### src/rtl/poci_serializer.sv
// SPI POCI transmitter: decodes a read/write command byte, then streams
// readback-mux bytes MSB-first with an auto-incrementing, wrapping address.
`timescale 1ns/1ps
module poci_serializer #(
  parameter int NUM_REGS = 128,
  parameter int DATA_W   = 8
) (
  input  logic              sclk,
  input  logic              rstn,
  input  logic              pico,
  input  logic [DATA_W-1:0] rd_data,
  output logic              poci,
  output logic [6:0]        rd_addr,
  output logic              tx_active,
  output logic              byte_done
);

  typedef enum logic [1:0] {ST_ADDR, ST_READ, ST_WRITE} state_e;

  localparam logic [6:0] LAST_ADDR = 7'(NUM_REGS - 1);

  state_e            state_q, state_d;
  logic [2:0]        bit_cnt_q, bit_cnt_d;
  logic [DATA_W-1:0] cmd_q, cmd_d, cmd_next;
  logic [6:0]        rd_addr_q, rd_addr_d;
  logic              tx_active_q, tx_active_d;
  logic              byte_done_q, byte_done_d;
  logic [DATA_W-1:0] tx_q, tx_d;

  always_comb begin
    state_d     = state_q;
    bit_cnt_d   = bit_cnt_q + 3'd1;
    cmd_d       = cmd_q;
    cmd_next    = {cmd_q[DATA_W-2:0], pico};
    rd_addr_d   = rd_addr_q;
    tx_active_d = tx_active_q;
    byte_done_d = 1'b0;
    case (state_q)
      ST_ADDR: begin
        cmd_d = cmd_next;
        if (bit_cnt_q == 3'd7) begin
          state_d     = cmd_next[DATA_W-1] ? ST_READ : ST_WRITE;
          tx_active_d = cmd_next[DATA_W-1];
          // Out-of-range start addresses fold back into the register file.
          rd_addr_d   = 7'({25'd0, cmd_next[6:0]} % NUM_REGS);
        end
      end
      ST_READ: begin
        if (bit_cnt_q == 3'd7) begin
          byte_done_d = 1'b1;
          rd_addr_d   = (rd_addr_q == LAST_ADDR) ? 7'd0 : rd_addr_q + 7'd1;
        end
      end
      default: ;
    endcase
  end

  // Shift register runs on the falling edge so each bit is stable for the
  // host's rising-edge sample; bit_cnt==0 marks the start of a new byte.
  always_comb begin
    tx_d = tx_q;
    if (state_q == ST_READ)
      tx_d = (bit_cnt_q == 3'd0) ? rd_data : {tx_q[DATA_W-2:0], 1'b0};
  end

  always_ff @(posedge sclk or negedge rstn) begin
    if (!rstn) begin
      state_q     <= ST_ADDR;
      bit_cnt_q   <= 3'd0;
      cmd_q       <= '0;
      rd_addr_q   <= 7'd0;
      tx_active_q <= 1'b0;
      byte_done_q <= 1'b0;
    end else begin
      state_q     <= state_d;
      bit_cnt_q   <= bit_cnt_d;
      cmd_q       <= cmd_d;
      rd_addr_q   <= rd_addr_d;
      tx_active_q <= tx_active_d;
      byte_done_q <= byte_done_d;
    end
  end

  always_ff @(negedge sclk or negedge rstn) begin
    if (!rstn) tx_q <= '0;
    else       tx_q <= tx_d;
  end

  assign poci      = (state_q == ST_READ) ? tx_q[DATA_W-1] : 1'b0;
  assign rd_addr   = rd_addr_q;
  assign tx_active = tx_active_q;
  assign byte_done = byte_done_q;

endmodule

### config.mk
export PLATFORM = sky130hd
export DESIGN_NAME = poci_serializer
export DESIGN_NICKNAME = d
export VERILOG_FILES = /design/src/rtl/poci_serializer.sv
export SDC_FILE = /design/constraint.sdc
export NUM_CORES = 1
export LEC_CHECK = 0
export ABC_AREA = 1
export BUFFER_PORTS_ARGS = -buffer_cell sky130_fd_sc_hd__buf_2
export CORE_MARGIN = 4
export CORE_UTILIZATION = 45
export DETAILED_ROUTE_END_ITERATION = 10
export HOLD_SLACK_MARGIN = 0.12
export PLACE_DENSITY = 0.72
export REMOVE_ABC_BUFFERS = 1
export SETUP_SLACK_MARGIN = 0.2
export SYNTH_ARGS = -nofsm -noshare
export SYNTH_HDL_FRONTEND = slang
export SYNTH_SLANG_ARGS = --single-unit
### constraint.sdc
create_clock -name sclk -period 1.5 [get_ports sclk]
set_clock_uncertainty 0.2 [all_clocks]
set_input_delay 0.075 -clock sclk [delete_from_list [all_inputs] [get_ports sclk]]
set_output_delay 0.075 -clock sclk [all_outputs]
set_load 0.05 [all_outputs]
# After elaboration in Yosys (flattened, before gate mapping)
# Cells that the tools add are included.
[op_classes]
n_addsub = 2
n_mul = 0
div = 0
magnitude_cmp = 0
eq_ne = 5
n_shift = 0
n_mux = 9
bitwise_logic = 0
n_reduce_logical = 5
[op_table]
columns = ["cell", "n"]
rows = [
  ["two-way mux 7 bit", 3],
  ["case mux 7 bit (2 select lines)", 1],
  ["two-way mux 8 bit", 1],
  ["adder 7 x 1 -> 7 bit (second input constant)", 1],
  ["== test 7 bit (second input constant)", 1],
  ["inequality test 2 bit (second input constant)", 2],
  ["adder 3 x 1 -> 3 bit (second input constant)", 1],
  ["== test 3 bit (second input constant)", 1],
  ["zero test 3 bit", 1],
  ["two-way mux 1 bit", 3],
  ["AND reduction 3 bit", 1],
  ["== test 2 x 1 -> 1 bit (second input constant)", 1],
  ["zero test 2 bit", 1],
  ["two-way mux 2 bit", 1],
  ["AND reduction 2 bit", 1],
  ["nonzero test 2 bit", 1],
]
[totals]
regBits = 29
latch_bits = 0
ram_bits = 0
rom_bits = 0
in_bits = 11
memories = 0

# Logic depth before layout (Yosys ltp)
# Gate-level depths: netlist of run 1.
[logic_depth]
depth_word = 4
ltp_mapped = 9
ltp_nobuf = 8

==> results of run 1 <==
-- power by group through the flow --
stage	sequential [µW]	clock [µW]	combinational [µW]
floorplan	1580	0	545
global placement	1240	0	1240
detailed placement	1250	0	1270
CTS	1250	335	1610
global route	1310	378	1930
finish	1280	334	1780
-- state kept, by name (all words and copies together), names as in the netlist --
register / cells
cmd_q: 7
byte_done: 1
tx_q: 8
rd_addr: 7
state_q: 2
bit_cnt_q: 3
-- kinds of logic after synthesis --
group                      Yosys count  share of synthesized area
DFF                                 28                     0.5214
AOI/OAI and AO/OA                   44                     0.1769
buffers and inverters               31                    0.09871
and+or+nand+nor                     47                     0.1657
adders and majority gates            4                    0.03725
-- worst max-delay path, cell delays in order, from the launching register on --
cell,delay (ns)
dfrtp_1,0.43
inv_2,0.09
ha_4,0.12
inv_2,0.04
nor2_4,0.13
clkinvlp_4,0.17
o21ai_1,0.16
o21ai_1,0.07
-- metal layers --
metal / vias up / track usage / wire length [µm] / part of all wire
met5: - / 0 / 0 / 0
met4: 0 / 0.06336 / 40 / 0.012
met3: 5 / 0.02338 / 57 / 0.017
met2: 18 / 0.3142 / 1747 / 0.53
met1: 608 / 0.2183 / 1456 / 0.44
li1: 618 / - / - / -
-- Yosys cell counts, types with 2 or more instances --
cell,instances,area share
dfrtp_1,20,0.37
nand2_1,19,0.053
ha_1,4,0.037
nor2_2,2,0.0093
o21ai_0,19,0.071
a21oi_1,19,0.071
inv_1,24,0.067
a21oi_2,3,0.020
nor2_1,15,0.042
nand3_1,7,0.026
dfrtn_1,8,0.15
buf_2,2,0.0074
inv_2,2,0.0056
-- layout by cell type (no fill, tap or decap), types with 2 or more instances in the layout --
cell / Yosys / final
nand2_1: 19 / 18
dfrtp_1: 20 / 16
o21ai_2: 0 / 3
dlygate4sd3_1: 0 / 2
nand3_1: 7 / 6
clkbuf_4: 0 / 3
nand3_2: 1 / 2
dfrtn_1: 8 / 8
inv_2: 2 / 8
nor2_2: 2 / 6
buf_4: 1 / 28
dfrtp_2: 0 / 4
nor2_1: 15 / 8
buf_2: 2 / 11
o21ai_0: 19 / 3
ha_4: 0 / 3
o21ai_1: 0 / 13
inv_1: 24 / 18
buf_6: 1 / 14
a21oi_1: 19 / 16
buf_8: 0 / 2
a21oi_2: 3 / 6
nor2_4: 1 / 4
-- final timing paths --
path                                    from  endpoint  slack, ns  cells past startpoint
worst max-delay path            bit_cnt_q[0]   tx_q[4]      -0.80                      7
worst min register to register       tx_q[0]   tx_q[0]       0.25                      2
max in group asynchronous               rstn   tx_q[7]       0.01                      2
min in group sclk                    tx_q[0]   tx_q[0]       0.25                      2
worst max register to register  bit_cnt_q[0]   tx_q[4]      -0.80                      7
worst min-delay path                    rstn  cmd_q[1]       0.03                      2
-- repair_timing --
| item | in CTS | in global routing |
|---|---|---|
| endpoints found under the setup margin | 33 | 43 |
| endpoints found under the hold margin | 30 | 28 |
| resized for setup | 54 | 25 |
| pin swaps | 19 | 6 |
| setup buffers | 16 | 2 |
| hold buffers | 2 | 1 |
| cloned | 1 | 1 |
-- cell type report --
type / instances / area, µm²
clock buffer: 4 / 26.28
fill: 187 / 789.5
inverter: 27 / 103.9
multi-input combinational: 95 / 615.6
sequential: 28 / 705.7
tap: 31 / 38.79
timing repair buffer: 59 / 518.0
timing repair inverter: 1 / 7.507
-- through the flow --
step | hold WS [ns] | total power [µW]
after detailed placement | -0.2269 | 2523
final | 0.02778 | 3395
after floorplan | -0.4206 | 2121
after global routing | 0.04908 | 3625
after global placement | -0.2384 | 2472
after CTS | 0.05413 | 3190
==> impl_metrics.csv, run 1 <==
group,metric,value,unit
pwr,intPower,1943,µW
cts,cts_buffer_depth,2,
cts,cts_tree,"done",
place,post-place-ws,-0.9155,ns
worst_setup_path,cp.required,0.73,ns
pwr,seq_power_share,0.378,
route,wirelength,3301,µm
cts,root_buffer,"clkbuf_4",
global_route,grt_overflow,0,
synth,synth_flop_cell,"dfrtp_1",
pwr,p_sw_frac,0.4276,
global_route,antenna_found_initial,0,
worst_setup_path,start_kind,"register",
finish,syn2layout_area_growth,50.00,%
timing,fin_setup_tns,-7.609,ns
pwr,leakagePower,0.0009774,µW
pwr,switchingPower,1452,µW
synth,ys_seq_area_frac,0.5214,
outcome,violations,"setup timing",
worst_setup_path,crit_type,"reg -> reg",
pwr,p_per_area,1684,nW/µm²
timing,slew_violations,0,
global_route,grt_pass1_wl,5623,µm
route,firstDrtPassIters,4,
floorplan,initial_utilization,0.4790,
global_route,track_usage,0.1769,
global_route,first_global_vias,1275,
global_route,grt_max_degree,16,
cts,insertion_delay,0.33,ns
route,num_vias,1249,
run,max-cap-violations,0,
timing,rsz0062_at_grt,"yes",
route,viasPerCell,5.098,
floorplan,placement_rows,19,
floorplan,die_area,3924,µm²
worst_setup_path,end_kind,"register",
synth,netlist_area,1344,µm²
cts,clock-sinks,28,
pwr,combPwrFrac,0.523,
synth,synth_edf_count,0,
route,postRouteAntennaNets,0,
timing,setup_viol,17,
worst_setup_path,worstPathMaxFanout,6,
timing,maxSlewHeadroom,0.6224,
synth,avgSynthCellArea,8.726,µm²
place,port_buffers,20,
place,dpl_cell_area,1602,µm²
timing,hold_violations,0,
worst_hold_path,holdCritPathClass,"in -> async",
synth,ys_types,23,
finish,design_area,2016,µm²
timing,worst_slack,-0.8049,ns
cts,h-tree-depth,1,
route,drt_iter0_drc,64,
finish,antennaDiodeCount,0,
timing,worstMarginPinSlew,0.5645,ns
synth,yosysWarnings,0,
finish,fin_util,0.7186,
place,place.gp.congestion,0.8370,
synth,ys_ff_latch,28,
place,dp.cells,219,
finish,drive_above_1_share,0.4720,
finish,finalNonFillerCells,245,
cts,clkTransAtPathRegs,0.16,ns
floorplan,die_h,62.65,µm
route,wl_per_cell,13.47,µm
finish,nets,230,
pwr,clkPwrFrac,0.098,
cts,cts_buffers,3,
pwr,ir_worst_vdd,0.7894,mV
synth,async_flop_share,1.000,
floorplan,io_pins,21,
outcome,status,"finished, violations left",
place,dp_hpwl,2040,µm
synth,synthCells,154,
floorplan,die-width,62.65,µm
route,route.detailed.drc,0,
floorplan,coreArea,2805,µm²
worst_setup_path,crit_arrival,1.53,ns
Note: power is estimated with default switching activity, not from simulation.
==> run 2, diff against run 1 <==
--- a/config.mk
+++ b/config.mk
@@ -5,7 +5,6 @@
 export SDC_FILE = /design/constraint.sdc
 export NUM_CORES = 1
 export LEC_CHECK = 0
-export ABC_AREA = 1
 export BUFFER_PORTS_ARGS = -buffer_cell sky130_fd_sc_hd__buf_2
 export CORE_MARGIN = 4
 export CORE_UTILIZATION = 45
==> run 2 against run 1 <==
Synthesized cell count is 20% lower. Largest power group unchanged. Cell count decreased by 16%. Synthesized area increased by 1.4%. Critical path depth fell by 1. Worst hold slack improved by 0.19 ns. First-iteration DRC count fell by 22%. The run still ends with setup timing left. Global-route usage shrank 1.9 points.
==> impl_metrics.csv, run 2 <==
group,metric,value,unit
route,num_vias,1122,
synth,yosysWarnings,0,
finish,multiInputGateArea,713.2,µm²
synth,synthMuxAreaShare,0.1166,
finish,final_common_cell,"buf_4",
place,place.gp.congestion,0.8629,
cts,clkTransAtPathRegs,0.14,ns
synth,synth_top_cell_area_share,0.3673,
synth,synth_flop_cell,"dfrtp_1",
global_route,grt_pass1_wl,4988,µm
worst_hold_path,holdCritPathClass,"reg -> reg",
synth,synthCells,123,
floorplan,die_area,3972,µm²
route,wirelength,3260,µm
synth,synth_top_family_by_area,"simple AND/OR/NAND/NOR gates",
synth,avgSynthCellArea,11.08,µm²
synth,synth-simple-area-share,0.1864,
finish,seq_area,703.2,µm²
timing,setup_viol,27,
floorplan,placement_rows,19,
worst_setup_path,cp.required,0.72,ns
pwr,p_per_area,1698,nW/µm²
timing,rsz0062_at_grt,"yes",
synth,synth_xor_area_frac,0,
outcome,violations,"setup timing",
synth,ys_types,35,
worst_setup_path,start_kind,"register",
pwr,total_power,3357,µW
cts,cts_buffer_depth,2,
pwr,ir_worst_vdd,0.9208,mV
outcome,status,"finished, violations left",
floorplan,die_h,63.03,µm
synth,synth_edf_count,0,
global_route,grt_max_degree,21,
finish,antennaDiodeCount,0,
floorplan,initial_utilization,0.4816,
finish,finalNonFillerCells,205,
timing,worst_slack,-0.7750,ns
finish,design_area,1977,µm²
worst_setup_path,crit_type,"reg -> reg",
synth,synthTopCellsByCount,"20 x dfrtp_1, 12 x nand2_1, 11 x o21ai_0",
cts,clock-sinks,28,
finish,syn2layout_area_growth,45.09,%
route,viasPerCell,5.473,
run,max-cap-violations,0,
route,drt_iter0_drc,50,
synth,async_flop_share,1.000,
worst_hold_path,min_from,"tx_q[0]",
cts,insertion_delay,0.32,ns
finish,nets,190,
floorplan,die-width,63.03,µm
floorplan,coreArea,2829,µm²
finish,fill_cells,196,
cts,root_buffer,"clkbuf_4",
floorplan,io_pins,21,
worst_setup_path,worstPathMaxFanout,8,
place,dp_hpwl,1932,µm
global_route,antenna_found_initial,0,
synth,synth_area_leaders,"dfrtp_1 37%, dfrtn_1 15%, mux2i_1 5.9%, mux2_2 5.8%, o21ai_0 4.0%",
timing,hold_violations,0,
cts,cts_tree,"done",
synth,synth_compound_area_frac,0.1093,
route,firstDrtPassIters,4,
route,wl_per_cell,15.90,µm
cts,h-tree-depth,1,
cts,cts_buffers,3,
global_route,track_usage,0.1577,
synth,post-synth-top-area-cell,"dfrtp_1",
synth,ys_seq_area_frac,0.5142,
worst_setup_path,crit_start,"bit_cnt_q[0]",
global_route,first_global_vias,1066,
timing,fin_setup_tns,-9.531,ns
timing,worstMarginPinSlew,0.2651,ns
finish,drive_above_1_share,0.4828,
pwr,leakagePower,0.0008961,µW
worst_setup_path,crit_arrival,1.50,ns
place,dp.cells,183,
place,port_buffers,20,
finish,mostFrequentLayoutCells,"23 x buf_4, 18 x dfrtp_1, 12 x nand2_1",
synth,netlist_area,1363,µm²
route,postRouteAntennaNets,0,
synth,synth_fa_ha_area_frac,0.03673,
worst_setup_path,rr_startpoint,"bit_cnt_q[0]",
finish,largest_reg_flops,8,
finish,fin_util,0.6988,
synth,ys_ff_latch,28,
timing,slew_violations,0,
global_route,grt_overflow,0,
worst_setup_path,end_kind,"register",
finish,top_register,"tx_q",
timing,maxSlewHeadroom,0.8232,
place,dpl_cell_area,1579,µm²
synth,yosysMostFrequentCell,"dfrtp_1",
route,route.detailed.drc,0,
==> run 2: cells by family (layout without fill, tap and decap cells) <==
| kind of cell | Yosys count | after routing |
|---|---|---|
| and+or+nand+nor | 41 | 41 |
| buffers and inverters | 10 | 61 |
| AOI/OAI and AO/OA | 25 | 25 |
| muxes | 15 | 15 |
| DFF | 28 | 28 |
| adders and majority gates | 4 | 4 |
==> run 2: cell type report <==
| type | instances | share of cell area |
|---|---|---|
| flip-flops and latches | 28 | 0.3557 |
| well taps | 31 | 0.01962 |
| repair buffers | 53 | 0.2430 |
| inverters | 4 | 0.007595 |
| clock buffers | 4 | 0.01329 |
| multi-input cells | 85 | 0.3608 |
==> run 2: worst max-delay path, cell delays in order, from the launching register on <==
cell and delay [ns]:
dfrtp_1 0.42, inv_2 0.09, ha_4 0.12, nor2b_4 0.13
buf_6 0.15, mux2i_1 0.20, o21ai_1 0.07
==> run 2: where the power goes <==
part | internal, µW | switching, µW | total [µW]
combinational | 869 | 860 | 1730
sequential | 1050 | 262 | 1310
clock | 104 | 215 | 319
==> run 2: final timing paths <==
| kind | cells after the start | end | slack (ns) |
|---|---|---|---|
| setup / recovery | 6 | tx_q[2] | -0.77 |
| hold / removal | 2 | tx_q[0] | 0.22 |
| setup reg to reg | 6 | tx_q[2] | -0.77 |
| hold reg to reg | 2 | tx_q[0] | 0.22 |
| max in group asynchronous | 2 | tx_q[5] | 0.28 |
| min in group asynchronous | 3 | cmd_q[5] | 0.26 |
==> run 2: per-layer routing <==
metal,up-vias,wire length [µm],GRT usage
li1,540,-,-
met1,555,1518,0.2066
met2,25,1600,0.2609
met3,2,122,0.03058
met4,0,19,0.04959
met5,-,0,0
==> run 2: through the flow <==
step | hold WS, ns | setup slack (ns)
floorplan | -0.4206 | -1.109
global placement | 0.04695 | -0.7589
detailed placement | 0.06273 | -0.8055
CTS | 0.2213 | -0.7962
global route | 0.2386 | -0.8657
finish | 0.2158 | -0.7750
==> run 2: repair_timing <==
action	in CTS	in global routing
hold buffers	2	0
cloned	0	1
pin swaps	8	2
setup buffers	8	7
endpoints found under the hold margin	30	0
endpoints found under the setup margin	34	34
gates resized for setup	47	21
==> run 3, diff against run 2 <==
--- a/config.mk
+++ b/config.mk
@@ -10,7 +10,8 @@
 export CORE_UTILIZATION = 45
 export DETAILED_ROUTE_END_ITERATION = 10
 export HOLD_SLACK_MARGIN = 0.12
-export PLACE_DENSITY = 0.72
+export MAX_ROUTING_LAYER = met4
+export PLACE_DENSITY = 0.68
 export REMOVE_ABC_BUFFERS = 1
 export SETUP_SLACK_MARGIN = 0.2
 export SYNTH_ARGS = -nofsm -noshare
==> run 3 against run 2 <==
The run still ends with setup timing left. Combinational power is essentially flat. Non-clock buffer count grew 3. Sequential power is essentially flat. Clock power grew 21%. Die area is the same. Via count grew 0.89%. Sequential cell count is the same. Critical endpoint is now tx_q[6]. Largest cell class unchanged.
==> impl_metrics.csv, run 3 (synthesized netlist as in run 2, its figures left out) <==
group,metric,value,unit
finish,largest_reg_flops,8,
floorplan,die_h,63.03,µm
worst_setup_path,cpPeakStageDelay,0.43,ns
worst_hold_path,holdCritPathClass,"in -> async",
global_route,grt_overflow,0,
pwr,leakagePower,0.0009163,µW
pwr,p_per_area,1712,nW/µm²
route,drt_iter0_drc,66,
worst_setup_path,crit_type,"reg -> reg",
worst_setup_path,crit_arrival,1.52,ns
timing,hold_violations,0,
pwr,intPower,2074,µW
place,dpl_cell_area,1584,µm²
floorplan,placement_rows,19,
global_route,grt_pass1_wl,5595,µm
cts,h-tree-depth,1,
global_route,first_global_vias,1165,
timing,worst_slack,-0.7901,ns
floorplan,io_pins,21,
finish,nets,193,
global_route,track_usage,0.1831,
route,wl_per_cell,16.13,µm
cts,cts_tree,"done",
finish,drive_above_1_share,0.5141,
pwr,clkPwrFrac,0.112,
pwr,total_power,3433,µW
place,dp_hpwl,2025,µm
finish,design_area,2006,µm²
place,place.gp.congestion,0.7719,
timing,setup_viol,26,
cts,cts_buffer_depth,2,
pwr,ir_worst_vdd,1.001,mV
floorplan,die_area,3972,µm²
global_route,grt_max_degree,18,
worst_setup_path,path_cells,"inv_2, ha_4, nor2b_4, buf_8, mux2i_1, o21ai_1",
route,route.detailed.drc,0,
pwr,switchingPower,1359,µW
worst_setup_path,end_kind,"register",
place,dp.cells,182,
finish,final_common_cell,"buf_4",
route,num_vias,1132,
cts,root_buffer,"clkbuf_4",
timing,slew_violations,0,
floorplan,initial_utilization,0.4816,
cts,cts_buffers,3,
place,post-place-ws,-0.8295,ns
global_route,antenna_found_initial,0,
finish,antennaDiodeCount,0,
cts,clkTransAtPathRegs,0.15,ns
route,postRouteAntennaNets,0,
run,max-cap-violations,0,
timing,worstMarginPinSlew,0.5512,ns
worst_setup_path,cp_slowest_cell,"dfrtp_1",
finish,finalNonFillerCells,208,
worst_setup_path,cp.required,0.73,ns
finish,top_register,"tx_q",
floorplan,die-width,63.03,µm
floorplan,coreArea,2829,µm²
timing,rsz0062_at_grt,"yes",
finish,syn2layout_area_growth,47.20,%
pwr,p_sw_frac,0.3959,
route,firstDrtPassIters,4,
place,port_buffers,20,
pwr,seq_power_share,0.377,
outcome,violations,"setup timing",
finish,mostFrequentLayoutCells,"28 x buf_4, 18 x dfrtp_1, 12 x nand2_1",
timing,maxSlewHeadroom,0.6313,
worst_setup_path,worstPathMaxFanout,8,
cts,clock-sinks,28,
outcome,status,"finished, violations left",
route,viasPerCell,5.442,
cts,insertion_delay,0.33,ns
pwr,combPwrFrac,0.510,
worst_setup_path,start_kind,"register",
route,wirelength,3354,µm
-- run 3: path summary, 6_finish.rpt --
path | from | to | slack [ns] | depth (start not counted)
setup / recovery | bit_cnt_q[0] | tx_q[6] | -0.79 | 6
hold / removal | rstn | bit_cnt_q[2] | 0.05 | 2
setup reg to reg | bit_cnt_q[0] | tx_q[6] | -0.79 | 6
hold reg to reg | tx_q[4] | tx_q[4] | 0.23 | 2
max in group asynchronous | rstn | tx_q[1] | 0.01 | 2
min in group sclk | tx_q[4] | tx_q[4] | 0.23 | 2
-- run 3: routing by layer --
layer | global-route usage | part of all wire | vias up | wire, µm
met2 | 0.3030 | 0.50 | 25 | 1672
met5 | - | 0 | - | 0
met3 | 0.03058 | 0.028 | 8 | 95
met1 | 0.2240 | 0.45 | 556 | 1516
met4 | 0.06612 | 0.021 | 0 | 70
li1 | - | - | 543 | -
-- run 3: what timing repair did --
item | 4_1_cts | 5_1_grt
hold buffers | 2 | 1
hold endpoints to repair | 30 | 28
gates resized for setup | 42 | 24
buffers inserted | 11 | 9
pin swaps | 5 | 7
endpoints found under the setup margin | 34 | 43
-- run 3: metrics by stage --
| step | util | hold slack [ns] | TNS (ns) |
|---|---|---|---|
| after floorplan | - | -0.4206 | -12.67 |
| final | 0.7090 | 0.04628 | -9.171 |
| after global placement | 0.5599 | -0.2396 | -7.991 |
| after detailed placement | 0.5599 | -0.2309 | -9.137 |
| after global routing | 0.7090 | 0.09269 | -11.92 |
| after CTS | 0.6550 | 0.06057 | -9.554 |
-- run 3: critical path, delay by kind of cell, from the launching register on --
| family | cells | cell delay [ns] |
|---|---|---|
| AND/OR/NAND/NOR | 1 | 0.14 |
| flip-flops | 1 | 0.43 |
| multiplexers | 1 | 0.18 |
| buffers and inverters | 2 | 0.23 |
| adder cells (fa/ha/maj) | 1 | 0.12 |
| AO/OA/AOI/OAI | 1 | 0.09 |
-- run 3: layout make-up --
class                      instances  area [µm²]
clock buffer                       4       36.28
fill                             191       823.3
inverter                           4       15.01
multi-input combinational         85       718.2
sequential                        28       703.2
tap                               31       38.79
timing repair buffer              56       494.2
-- run 3: power by group through the flow --
stage                     Sequential, µW  Clock [µW]  Combinational, µW
final                               1300         386               1750
after global routing                1340         422               1880
after CTS                           1270         391               1580
after detailed placement            1280           0               1220
after global placement              1260           0               1190
after floorplan                     1570           0                496
